==> src/rtl/kamus_pkg.sv <==
// rtl/kamus_pkg.sv - shared kamus core types: decoded operations, hazard-sequencer states, trap vector
package kamus_pkg;

  typedef enum logic [4:0] {
    OP_INVALID,
    OP_ADD,
    OP_SUB,
    OP_LW,
    OP_SW,
    OP_BEQ,
    OP_JAL,
    OP_FENCE_I,
    OP_CSRRW,
    OP_CSRRS,
    OP_CSRRC
  } operation_e;

  typedef enum logic [2:0] {
    HZ_RUN,
    HZ_SQUASH,
    HZ_FENCE_DRAIN,
    HZ_FENCE_INV,
    HZ_CSR_DRAIN
  } hz_state_e;

  localparam logic [31:0] TRAP_VEC_DEFAULT = 32'h0000_0100;

  function automatic logic is_csr_op(input operation_e op);
    return (op == OP_CSRRW) || (op == OP_CSRRS) || (op == OP_CSRRC);
  endfunction

endpackage

==> src/rtl/kamus_hazard_ctrl_if.sv <==
// rtl/kamus_hazard_ctrl_if.sv - pipeline-status inputs and stage-control outputs of the hazard sequencer
interface kamus_hazard_ctrl_if
  import kamus_pkg::*;
#(
  parameter int PC_WIDTH   = 32,
  parameter int PERF_WIDTH = 32
);

  logic                  id_valid_i;
  operation_e            id_op_i;
  logic [4:0]            id_rs1_addr_i;
  logic [4:0]            id_rs2_addr_i;
  logic [PC_WIDTH-1:0]   id_pc_i;
  logic [PC_WIDTH-1:0]   id_next_pc_i;
  logic                  ex_valid_i;
  logic                  ex_is_load_i;
  logic [4:0]            ex_rd_addr_i;
  logic                  ex_redirect_i;
  logic [PC_WIDTH-1:0]   ex_redirect_pc_i;
  logic                  mem_busy_i;
  logic                  l1i_inv_done_i;

  logic                  if_stall_o;
  logic                  id_stall_o;
  logic                  ex_bubble_o;
  logic                  if_squash_o;
  logic                  pc_redirect_o;
  logic [PC_WIDTH-1:0]   pc_redirect_addr_o;
  logic                  l1i_inv_o;
  logic                  trap_o;
  logic [PC_WIDTH-1:0]   trap_epc_o;
  logic [PERF_WIDTH-1:0] stall_cnt_o;

  modport master (
    output id_valid_i, id_op_i, id_rs1_addr_i, id_rs2_addr_i, id_pc_i, id_next_pc_i,
    output ex_valid_i, ex_is_load_i, ex_rd_addr_i, ex_redirect_i, ex_redirect_pc_i,
    output mem_busy_i, l1i_inv_done_i,
    input  if_stall_o, id_stall_o, ex_bubble_o, if_squash_o, pc_redirect_o,
    input  pc_redirect_addr_o, l1i_inv_o, trap_o, trap_epc_o, stall_cnt_o
  );

  modport slave (
    input  id_valid_i, id_op_i, id_rs1_addr_i, id_rs2_addr_i, id_pc_i, id_next_pc_i,
    input  ex_valid_i, ex_is_load_i, ex_rd_addr_i, ex_redirect_i, ex_redirect_pc_i,
    input  mem_busy_i, l1i_inv_done_i,
    output if_stall_o, id_stall_o, ex_bubble_o, if_squash_o, pc_redirect_o,
    output pc_redirect_addr_o, l1i_inv_o, trap_o, trap_epc_o, stall_cnt_o
  );

endinterface

==> src/rtl/kamus_sat_counter.sv <==
// rtl/kamus_sat_counter.sv - saturating up-counter with synchronous clear
module kamus_sat_counter #(
  parameter int WIDTH = 32
) (
  input  logic             clk_i,
  input  logic             clr_i,
  input  logic             inc_i,
  output logic [WIDTH-1:0] cnt_o
);

  logic [WIDTH-1:0] r_cnt;

  always_ff @(posedge clk_i) begin
    if (clr_i) begin
      r_cnt <= '0;
    end else if (inc_i && (r_cnt != '1)) begin
      r_cnt <= r_cnt + WIDTH'(1);
    end
  end

  assign cnt_o = r_cnt;

endmodule

==> src/rtl/kamus_hazard_ctrl.sv <==
// rtl/kamus_hazard_ctrl.sv - IF/ID/EX hazard sequencer: load-use bubbles, redirect squash,
// FENCE_I / CSR serialisation and illegal-instruction traps
module kamus_hazard_ctrl
  import kamus_pkg::*;
#(
  parameter int                  PC_WIDTH     = 32,
  parameter int                  SQUASH_DEPTH = 2,
  parameter logic [PC_WIDTH-1:0] TRAP_VEC     = PC_WIDTH'(TRAP_VEC_DEFAULT),
  parameter int                  PERF_WIDTH   = 32
) (
  input logic               clk_i,
  input logic               rst_i,
  kamus_hazard_ctrl_if.slave hz
);

  localparam int                CNT_W          = (SQUASH_DEPTH > 1) ? $clog2(SQUASH_DEPTH) : 1;
  localparam logic [CNT_W-1:0]  SQUASH_RELOAD  = CNT_W'(SQUASH_DEPTH - 1);
  localparam hz_state_e         REDIRECT_STATE = (SQUASH_DEPTH > 1) ? HZ_SQUASH : HZ_RUN;

  hz_state_e           r_state, w_state_nxt;
  logic [CNT_W-1:0]    r_squash_cnt, w_squash_cnt_nxt;
  logic [PC_WIDTH-1:0] r_fence_pc, w_fence_pc_nxt;

  logic                w_load_use, w_illegal, w_fence, w_csr;
  logic                w_hold, w_squash, w_redirect, w_inv, w_trap;
  logic [PC_WIDTH-1:0] w_redirect_addr, w_trap_epc;

  // Conservative: any rs match counts, whether or not the op reads that operand.
  assign w_load_use = hz.ex_valid_i && hz.ex_is_load_i && (hz.ex_rd_addr_i != 5'd0) &&
                      ((hz.ex_rd_addr_i == hz.id_rs1_addr_i) || (hz.ex_rd_addr_i == hz.id_rs2_addr_i)) &&
                      hz.id_valid_i;
  assign w_illegal  = hz.id_valid_i && (hz.id_op_i == OP_INVALID);
  assign w_fence    = hz.id_valid_i && (hz.id_op_i == OP_FENCE_I);
  assign w_csr      = hz.id_valid_i && is_csr_op(hz.id_op_i);

  always_ff @(posedge clk_i) begin
    if (rst_i) begin
      r_state      <= HZ_RUN;
      r_squash_cnt <= '0;
      r_fence_pc   <= '0;
    end else begin
      r_state      <= w_state_nxt;
      r_squash_cnt <= w_squash_cnt_nxt;
      r_fence_pc   <= w_fence_pc_nxt;
    end
  end

  always_comb begin
    w_state_nxt      = r_state;
    w_squash_cnt_nxt = r_squash_cnt;
    w_fence_pc_nxt   = r_fence_pc;
    w_hold           = 1'b0;
    w_squash         = 1'b0;
    w_redirect       = 1'b0;
    w_redirect_addr  = '0;
    w_inv            = 1'b0;
    w_trap           = 1'b0;
    w_trap_epc       = '0;

    // EX is empty in FENCE_INV, so a redirect there can only be spurious.
    if (hz.ex_redirect_i && (r_state != HZ_FENCE_INV)) begin
      w_redirect       = 1'b1;
      w_redirect_addr  = hz.ex_redirect_pc_i;
      w_squash         = 1'b1;
      w_state_nxt      = REDIRECT_STATE;
      w_squash_cnt_nxt = SQUASH_RELOAD;
    end else begin
      unique case (r_state)
        HZ_RUN: begin
          if (w_illegal) begin
            w_trap           = 1'b1;
            w_trap_epc       = hz.id_pc_i;
            w_redirect       = 1'b1;
            w_redirect_addr  = TRAP_VEC;
            w_squash         = 1'b1;
            w_state_nxt      = REDIRECT_STATE;
            w_squash_cnt_nxt = SQUASH_RELOAD;
          end else if (w_fence) begin
            w_hold         = 1'b1;
            w_fence_pc_nxt = hz.id_next_pc_i;
            w_state_nxt    = HZ_FENCE_DRAIN;
          end else if (w_csr && hz.ex_valid_i) begin
            w_hold      = 1'b1;
            w_state_nxt = HZ_CSR_DRAIN;
          end else if (w_load_use) begin
            w_hold = 1'b1;
          end
        end
        HZ_SQUASH: begin
          w_squash = 1'b1;
          if (r_squash_cnt <= CNT_W'(1)) begin
            w_squash_cnt_nxt = '0;
            w_state_nxt      = HZ_RUN;
          end else begin
            w_squash_cnt_nxt = r_squash_cnt - CNT_W'(1);
          end
        end
        HZ_FENCE_DRAIN: begin
          w_hold = 1'b1;
          if (!hz.ex_valid_i && !hz.mem_busy_i) begin
            w_inv       = 1'b1;
            w_state_nxt = HZ_FENCE_INV;
          end
        end
        HZ_FENCE_INV: begin
          if (hz.l1i_inv_done_i) begin
            w_redirect       = 1'b1;
            w_redirect_addr  = r_fence_pc;
            w_squash         = 1'b1;
            w_state_nxt      = REDIRECT_STATE;
            w_squash_cnt_nxt = SQUASH_RELOAD;
          end else begin
            w_hold = 1'b1;
          end
        end
        HZ_CSR_DRAIN: begin
          if (hz.ex_valid_i) begin
            w_hold = 1'b1;
          end else begin
            w_state_nxt = HZ_RUN;
          end
        end
        default: w_state_nxt = HZ_RUN;
      endcase
    end
  end

  assign hz.if_stall_o         = w_hold;
  assign hz.id_stall_o         = w_hold;
  assign hz.ex_bubble_o        = w_hold | w_squash;
  assign hz.if_squash_o        = w_squash;
  assign hz.pc_redirect_o      = w_redirect;
  assign hz.pc_redirect_addr_o = w_redirect_addr;
  assign hz.l1i_inv_o          = w_inv;
  assign hz.trap_o             = w_trap;
  assign hz.trap_epc_o         = w_trap_epc;

  kamus_sat_counter #(
    .WIDTH(PERF_WIDTH)
  ) u_stall_cnt (
    .clk_i (clk_i),
    .clr_i (rst_i),
    .inc_i (w_hold),
    .cnt_o (hz.stall_cnt_o)
  );

endmodule
==> src/flat_wrapper.sv <==
// flat-port wrapper written by rule: the top's interface ports become plain ports
module kamus_hazard_ctrl_flat import kamus_pkg::*;
#(
  parameter int                  PC_WIDTH     = 32,
  parameter int                  SQUASH_DEPTH = 2,
  parameter logic [PC_WIDTH-1:0] TRAP_VEC     = PC_WIDTH'(TRAP_VEC_DEFAULT),
  parameter int                  PERF_WIDTH   = 32
)
  (clk_i, rst_i, hz_id_valid_i, hz_id_op_i, hz_id_rs1_addr_i, hz_id_rs2_addr_i, hz_id_pc_i, hz_id_next_pc_i, hz_ex_valid_i, hz_ex_is_load_i, hz_ex_rd_addr_i, hz_ex_redirect_i, hz_ex_redirect_pc_i, hz_mem_busy_i, hz_l1i_inv_done_i, hz_if_stall_o, hz_id_stall_o, hz_ex_bubble_o, hz_if_squash_o, hz_pc_redirect_o, hz_pc_redirect_addr_o, hz_l1i_inv_o, hz_trap_o, hz_trap_epc_o, hz_stall_cnt_o);
  kamus_hazard_ctrl_if #(.PC_WIDTH(PC_WIDTH), .PERF_WIDTH(PERF_WIDTH)) hz_i ();
  input logic clk_i;
  input logic rst_i;
  input wire logic [$bits(hz_i.id_valid_i)-1:0] hz_id_valid_i;
  input wire logic [$bits(hz_i.id_op_i)-1:0] hz_id_op_i;
  input wire logic [$bits(hz_i.id_rs1_addr_i)-1:0] hz_id_rs1_addr_i;
  input wire logic [$bits(hz_i.id_rs2_addr_i)-1:0] hz_id_rs2_addr_i;
  input wire logic [$bits(hz_i.id_pc_i)-1:0] hz_id_pc_i;
  input wire logic [$bits(hz_i.id_next_pc_i)-1:0] hz_id_next_pc_i;
  input wire logic [$bits(hz_i.ex_valid_i)-1:0] hz_ex_valid_i;
  input wire logic [$bits(hz_i.ex_is_load_i)-1:0] hz_ex_is_load_i;
  input wire logic [$bits(hz_i.ex_rd_addr_i)-1:0] hz_ex_rd_addr_i;
  input wire logic [$bits(hz_i.ex_redirect_i)-1:0] hz_ex_redirect_i;
  input wire logic [$bits(hz_i.ex_redirect_pc_i)-1:0] hz_ex_redirect_pc_i;
  input wire logic [$bits(hz_i.mem_busy_i)-1:0] hz_mem_busy_i;
  input wire logic [$bits(hz_i.l1i_inv_done_i)-1:0] hz_l1i_inv_done_i;
  output wire logic [$bits(hz_i.if_stall_o)-1:0] hz_if_stall_o;
  output wire logic [$bits(hz_i.id_stall_o)-1:0] hz_id_stall_o;
  output wire logic [$bits(hz_i.ex_bubble_o)-1:0] hz_ex_bubble_o;
  output wire logic [$bits(hz_i.if_squash_o)-1:0] hz_if_squash_o;
  output wire logic [$bits(hz_i.pc_redirect_o)-1:0] hz_pc_redirect_o;
  output wire logic [$bits(hz_i.pc_redirect_addr_o)-1:0] hz_pc_redirect_addr_o;
  output wire logic [$bits(hz_i.l1i_inv_o)-1:0] hz_l1i_inv_o;
  output wire logic [$bits(hz_i.trap_o)-1:0] hz_trap_o;
  output wire logic [$bits(hz_i.trap_epc_o)-1:0] hz_trap_epc_o;
  output wire logic [$bits(hz_i.stall_cnt_o)-1:0] hz_stall_cnt_o;
  assign hz_i.id_valid_i = hz_id_valid_i;
  assign hz_i.id_op_i = hz_id_op_i;
  assign hz_i.id_rs1_addr_i = hz_id_rs1_addr_i;
  assign hz_i.id_rs2_addr_i = hz_id_rs2_addr_i;
  assign hz_i.id_pc_i = hz_id_pc_i;
  assign hz_i.id_next_pc_i = hz_id_next_pc_i;
  assign hz_i.ex_valid_i = hz_ex_valid_i;
  assign hz_i.ex_is_load_i = hz_ex_is_load_i;
  assign hz_i.ex_rd_addr_i = hz_ex_rd_addr_i;
  assign hz_i.ex_redirect_i = hz_ex_redirect_i;
  assign hz_i.ex_redirect_pc_i = hz_ex_redirect_pc_i;
  assign hz_i.mem_busy_i = hz_mem_busy_i;
  assign hz_i.l1i_inv_done_i = hz_l1i_inv_done_i;
  assign hz_if_stall_o = hz_i.if_stall_o;
  assign hz_id_stall_o = hz_i.id_stall_o;
  assign hz_ex_bubble_o = hz_i.ex_bubble_o;
  assign hz_if_squash_o = hz_i.if_squash_o;
  assign hz_pc_redirect_o = hz_i.pc_redirect_o;
  assign hz_pc_redirect_addr_o = hz_i.pc_redirect_addr_o;
  assign hz_l1i_inv_o = hz_i.l1i_inv_o;
  assign hz_trap_o = hz_i.trap_o;
  assign hz_trap_epc_o = hz_i.trap_epc_o;
  assign hz_stall_cnt_o = hz_i.stall_cnt_o;
  kamus_hazard_ctrl #(.PC_WIDTH(PC_WIDTH), .SQUASH_DEPTH(SQUASH_DEPTH), .TRAP_VEC(TRAP_VEC), .PERF_WIDTH(PERF_WIDTH)) u_core (.clk_i(clk_i), .rst_i(rst_i), .hz(hz_i));
endmodule
==> config.mk <==
export PLATFORM = sky130hd
export DESIGN_NAME = kamus_hazard_ctrl_flat
export DESIGN_NICKNAME = d
export VERILOG_FILES = /design/src/rtl/kamus_pkg.sv /design/src/rtl/kamus_hazard_ctrl_if.sv /design/src/rtl/kamus_sat_counter.sv /design/src/rtl/kamus_hazard_ctrl.sv /design/src/flat_wrapper.sv
export SDC_FILE = /design/constraint.sdc
export NUM_CORES = 1
export LEC_CHECK = 0
export ABC_AREA = 1
export CAP_MARGIN = 15
export CORE_AREA = 5 5 108 110
export DETAILED_ROUTE_END_ITERATION = 6
export DIE_AREA = 0 0 113 115
export GPL_ROUTABILITY_DRIVEN = 0
export PLACE_DENSITY = 0.81
export SETUP_SLACK_MARGIN = 0.15
export SLEW_MARGIN = 30
export SYNTH_ARGS = -nofsm -noshare
export SYNTH_HDL_FRONTEND = slang
export SYNTH_SLANG_ARGS = --single-unit
==> constraint.sdc <==
create_clock -name clk_i -period 3 [get_ports clk_i]
set_input_delay 0.6 -clock clk_i [delete_from_list [all_inputs] [get_ports clk_i]]
set_output_delay 0.6 -clock clk_i [all_outputs]
set_load 0.02 [all_outputs]
==> results_dict.tcl, run 1 <==
set metrics [dict create \
    fin_hold_ws_ns 0.446 \
    vias_per_cell 4.82 \
    fillers 930 \
    ant_nets 0 \
    hp-class "reg2reg" \
    fmax_mhz 360 \
    cts_buffer_depth 2 \
    start_util 0.425 \
    fin_crit_sh 0.927 \
    setup-violations-final 0 \
    grt_max_degree 61 \
    hold_viol_final 0 \
    grt_pass1_vias 5208 \
    cts_buffers 9 \
    path_buf_inv 5 \
    die-area_um2 13000 \
    path_clk_slew_ns 0.07 \
    clock_skew_ns 0.0141 \
    syn_nets 897 \
    p_per_area_nw_per_um2 298 \
    path_cells "dlymetal6s2s_1, inv_1, nand2_2, nor3_4, nand2_2, nor2_4, inv_2, nor2_4, clkinv_4, nor2_1, clkdlybuf4s15_2" \
    p_leak_nw 3.54 \
    fp.dieW_um 113 \
    cp.required_ns 2.40 \
    yosys_warnings 0 \
    start_kind "primary input" \
    drive_gt1_frac 0.127 \
    antenna_found_initial 0 \
    slew_headroom 0.599 \
    critPathCaptureType "primary output" \
    core_um2 10600 \
    syn_area_um2 4510 \
    wirelength_um 15600 \
    cts_tree "built" \
    utilization 0.690 \
    antenna_cells 0 \
    ys.flop_type "dfxtp_1" \
    cts_root_buf "clkbuf_8" \
    final_net_count 1133 \
    period_minus_slack_ns 2.78 \
    maxCapViolCount 0 \
    rsz0062_at_grt "yes" \
    area_delta_synth_final_pct 62.3 \
    place_hpwl_um 11700 \
    cp.arrival_ns 2.18 \
    layout_common_cells "170 x nand2_1, 158 x inv_1, 147 x clkdlybuf4s50_1" \
    io_pins 227 \
    slowest_delay_ns 0.29 \
    grt_pass1_wl_um 24200 \
    hold_buffers 0 \
    via_count 5555 \
    synth_edf_count 0 \
    grt.total_usage 0.226 \
    cts.htree.levels 3 \
    clock_latency_ns 0.36 \
    final_common_cell "nand2_1" \
    avgSynthCellArea_um2 5.84 \
    numPortBuffers 226 \
    syn_inst 772 \
    ys_ff_latch 67 \
    num_rows 38 \
    route.detailed.drc 0 \
    drt_iter0_markers 351 \
    die_h_um 115 \
    first_pass_iters 5 \
    vdd_drop_max_mv 0.166 \
    drv_slew 0 \
    run_status "complete, no violations" \
    synth.distinct_cells 35 \
    cp_max_fo 8 \
    path_class "in2out" \
    cts.sinks 67 \
    wl_per_cell_um 13.6 \
    tightest_slew_ns 0.601 \
    critical-path-top-delay-family "simple AND/OR/NAND/NOR gates" \
    grt-ovfl-total 0 \
    worst_path_max_delay_cell "nor2_4" \
    async_reset_ff_frac 0 \
    yosysSeqAreaShare 0.297 \
]
==> final timing paths <==
kind,slack (ns),to,depth (start not counted),startpoint
hold reg to reg,0.45,u_core.r_fence_pc[25],2,u_core.r_fence_pc[25]
hold / removal,0.45,u_core.r_fence_pc[25],2,u_core.r_fence_pc[25]
setup reg to reg,0.61,u_core.r_fence_pc[23],10,u_core.r_state[1]
setup / recovery,0.22,hz_trap_epc_o[6],11,hz_id_op_i[3]
==> what timing repair did <==
action,CTS,global route
cloned,0,2
pin swaps,0,6
setup endpoints to repair,58,50
setup buffers,0,4
gates resized for setup,116,97
==> cells by family after synthesis <==
family,Yosys count,share of synthesized area
AOI/OAI and AO/OA,105,0.118
xor gates and xnor gates,3,0.00583
adders and majority gates,1,0.00277
buffers and inverters,199,0.183
DFF,67,0.297
and+or+nand+nor,397,0.393
==> stage by stage <==
stage	total power [mW]	instances	setup TNS (ns)	cell area [um2]	worst slack, ns
CTS	2.19	1147	0	7230	0.0905
global placement	1.42	1131	-9.35	7020	-0.282
finish	2.18	1153	0	7320	0.220
global route	2.27	1153	0	7320	0.0931
detailed placement	1.42	1131	-10.95	7020	-0.357
floorplan	1.15	772	0	4510	0.454
==> sequential cells by signal (all words and copies together) (netlist names) <==
signal	count
u_core.r_fence_pc	32
u_core.u_stall_cnt.cnt_o	32
u_core.r_state	3
==> worst min-delay path, stage by stage (launching register included) <==
cell	delay, ns
dfxtp_1	0.30
inv_1	0.05
a21oi_1	0.05
==> power breakdown <==
part / switching (mW) / internal, mW / leakage (nW)
combinational: 0.240 / 0.251 / 2.91
sequential: 0.00680 / 0.897 / 0.540
clock: 0.396 / 0.390 / 0.0962
==> synthesized netlist by cell type (8+ instances only) <==
master | instances | area (um2)
nand2_1 | 173 | 649
inv_1 | 160 | 601
nor3_1 | 8 | 40.0
buf_2 | 12 | 60.1
dfxtp_1 | 67 | 1340
a21oi_1 | 35 | 175
clkbuf_1 | 14 | 52.6
nor2_2 | 8 | 50.1
nand3_1 | 50 | 250
nor2_1 | 107 | 402
nand4_1 | 34 | 213
o21ai_0 | 67 | 335
==> layer usage <==
metal	GRT usage	part of all wire
met3	0.0726	0.073
met1	0.258	0.41
met5	0	0
met2	0.407	0.50
met4	0.0593	0.020
==> layout make-up <==
| type | instances | area, um2 | share of cell area |
|---|---|---|---|
| tap | 140 | 175 | 0.0239 |
| timing repair buffer | 259 | 2540 | 0.347 |
| inverter | 163 | 624 | 0.0853 |
| timing repair inverter | 2 | 20.0 | 0.00273 |
| multi-input combinational | 506 | 2420 | 0.331 |
| clock buffer | 9 | 124 | 0.0169 |
| sequential | 67 | 1340 | 0.183 |
| clock inverter | 7 | 76.3 | 0.0104 |
Note: power is estimated with default switching activity, not from simulation.
==> run 2, diff against run 1 <==
- CORE_AREA: 5 5 108 110 -> 2 2 105 107
- DIE_AREA: 0 0 113 115 -> 0 0 107 109
==> run 2 against run 1 <==
  * Routed wire length decreased by 9.4%
  * Worst hold slack about the same
  * Cell count shrank 1.3%
==> results_dict.tcl, run 2 (synthesized netlist as in run 1, its figures left out) <==
set metrics [dict create \
    final.setup.tns_ns 0 \
    cts_root_buf "clkbuf_8" \
    seq_power_share 0.423 \
    cts_buffers 9 \
    hold_viol_final 0 \
    first_pass_iters 6 \
    setup-violations-final 0 \
    critPathCaptureType "primary output" \
    cp_max_fo 32 \
    comb_power_share 0.226 \
    fillers 995 \
    grt_pass1_vias 4937 \
    area_delta_synth_final_pct 56.2 \
    route.detailed.drc 0 \
    ant_nets 0 \
    top_usage_layer "met2" \
    setup_ws_ns 0.184 \
    p_sw_frac 0.281 \
    core_um2 10600 \
    start_util 0.425 \
    vdd_drop_max_mv 0.208 \
    stdcell_area_um2 7050 \
    period_minus_slack_ns 2.82 \
    p_leak_nw 3.57 \
    path_clk_slew_ns 0.08 \
    cp.arrival_ns 2.22 \
    hold_buffers 0 \
    grt-ovfl-total 0 \
    die_h_um 109 \
    place_hpwl_um 10800 \
    clock_latency_ns 0.35 \
    cts_tree "built" \
    power_mw 2.13 \
    tightest_slew_ns 0.657 \
    wl_per_cell_um 12.4 \
    start_kind "primary input" \
    vias_per_cell 4.75 \
    cts.htree.levels 3 \
    io_pins 227 \
    pwr-share-clk 0.351 \
    clock_skew_ns 0.0139 \
    drv_slew 0 \
    hp-class "reg2reg" \
    power.internal_mw 1.53 \
    grt_use_met2 0.425 \
    final_net_count 1118 \
    placed_area_um2 6930 \
    place_ws_ns -0.325 \
    switchingPower_uw 601 \
    maxCapViolCount 0 \
    grt_pass1_wl_um 22400 \
    met3_usage 0.0669 \
    cp.required_ns 2.40 \
    slew_headroom 0.561 \
    antenna_cells 0 \
    layout_common_cells "172 x nand2_1, 159 x inv_1, 155 x clkdlybuf4s50_1" \
    fin_hold_ws_ns 0.446 \
    grt_max_degree 65 \
    drive_gt1_frac 0.103 \
    slowest_delay_ns 0.44 \
    wirelength_um 14200 \
    via_count 5411 \
    fmax_mhz 355 \
    cts_buffer_depth 2 \
    fp.dieW_um 107 \
    run_status "complete, no violations" \
    path_class "in2out" \
    path_cells "clkdlybuf4s50_1, inv_1, nand2_1, nor3_2, nand2_1, nor2_2, inv_1, nor2_4, inv_8, nor2_1, clkdlybuf4s15_2" \
    gr-usage-met1 0.274 \
    grt.total_usage 0.238 \
    drt_iter0_markers 278 \
    worst_path_max_delay_cell "clkdlybuf4s50_1" \
    cts.sinks 67 \
    fin_crit_sh 0.939 \
    num_rows 38 \
    numPortBuffers 226 \
    rsz0062_at_grt "yes" \
    final_common_cell "nand2_1" \
    p_per_area_nw_per_um2 303 \
    antenna_found_initial 0 \
    die-area_um2 11700 \
]
[run 2: changes by cell type in the layout (fill, tap and decap cells not counted), sizes merged]
cell	delta
clkinvlp	-2
clkdlybuf4s15	-8
clkdlybuf4s50	+8
inv	-2
clkbuf	-4
dlygate4sd2	-15
buf	+1
dlymetal6s2s	+6
clkinv	+1
[run 2: through the flow]
stage,util,std cells
CTS,0.672,1137
floorplan,-,772
finish,0.665,1138
global route,0.665,1138
global placement,0.654,1121
detailed placement,0.654,1121
[run 2: metal layers]
metal / up-vias / wire length (um)
li1: 2830 / -
met5: - / 0
met3: 28 / 923
met4: 0 / 315
met2: 168 / 7160
met1: 2385 / 5760
[run 2: cell type report]
type | count | area [um2] | area share
multi-input cells | 506 | 2370 | 0.336
repair buffers | 246 | 2350 | 0.334
flip-flops and latches | 67 | 1340 | 0.190
inverters | 163 | 619 | 0.0879
well taps | 140 | 175 | 0.0249
clock buffers | 10 | 128 | 0.0181
clock inverters | 6 | 66.3 | 0.00941
[run 2: path summary, 6_finish.rpt]
path                            to  cells past startpoint  slack, ns                 start
min reg2reg   u_core.r_fence_pc[8]                      2       0.45  u_core.r_fence_pc[8]
max               hz_trap_epc_o[5]                     11       0.18         hz_id_op_i[3]
max reg2reg  u_core.r_fence_pc[13]                     10       0.88     u_core.r_state[1]
min           u_core.r_fence_pc[8]                      2       0.45  u_core.r_fence_pc[8]
[run 2: power groups by stage]
stage          sequential [mW]  combinational (mW)  clock [mW]
2_1_floorplan            0.927               0.219           0
3_3_place_gp             0.924               0.489           0
3_5_place_dp             0.924               0.493           0
4_1_cts                  0.904               0.488       0.772
5_1_grt                  0.905               0.524       0.806
6_report                 0.904               0.482       0.749
[run 2: critical path: cells and delay by family]
family        cells  cell delay (ns)
buf+inv           5             0.97
simple gates      6             0.63
[run 2: timing repair]
item,in CTS,in global routing
endpoints found under the setup margin,45,65
pin swaps,0,1
gates resized for setup,121,72
endpoints found under the hold margin,0,0
setup buffers,0,1
gates cloned,0,0
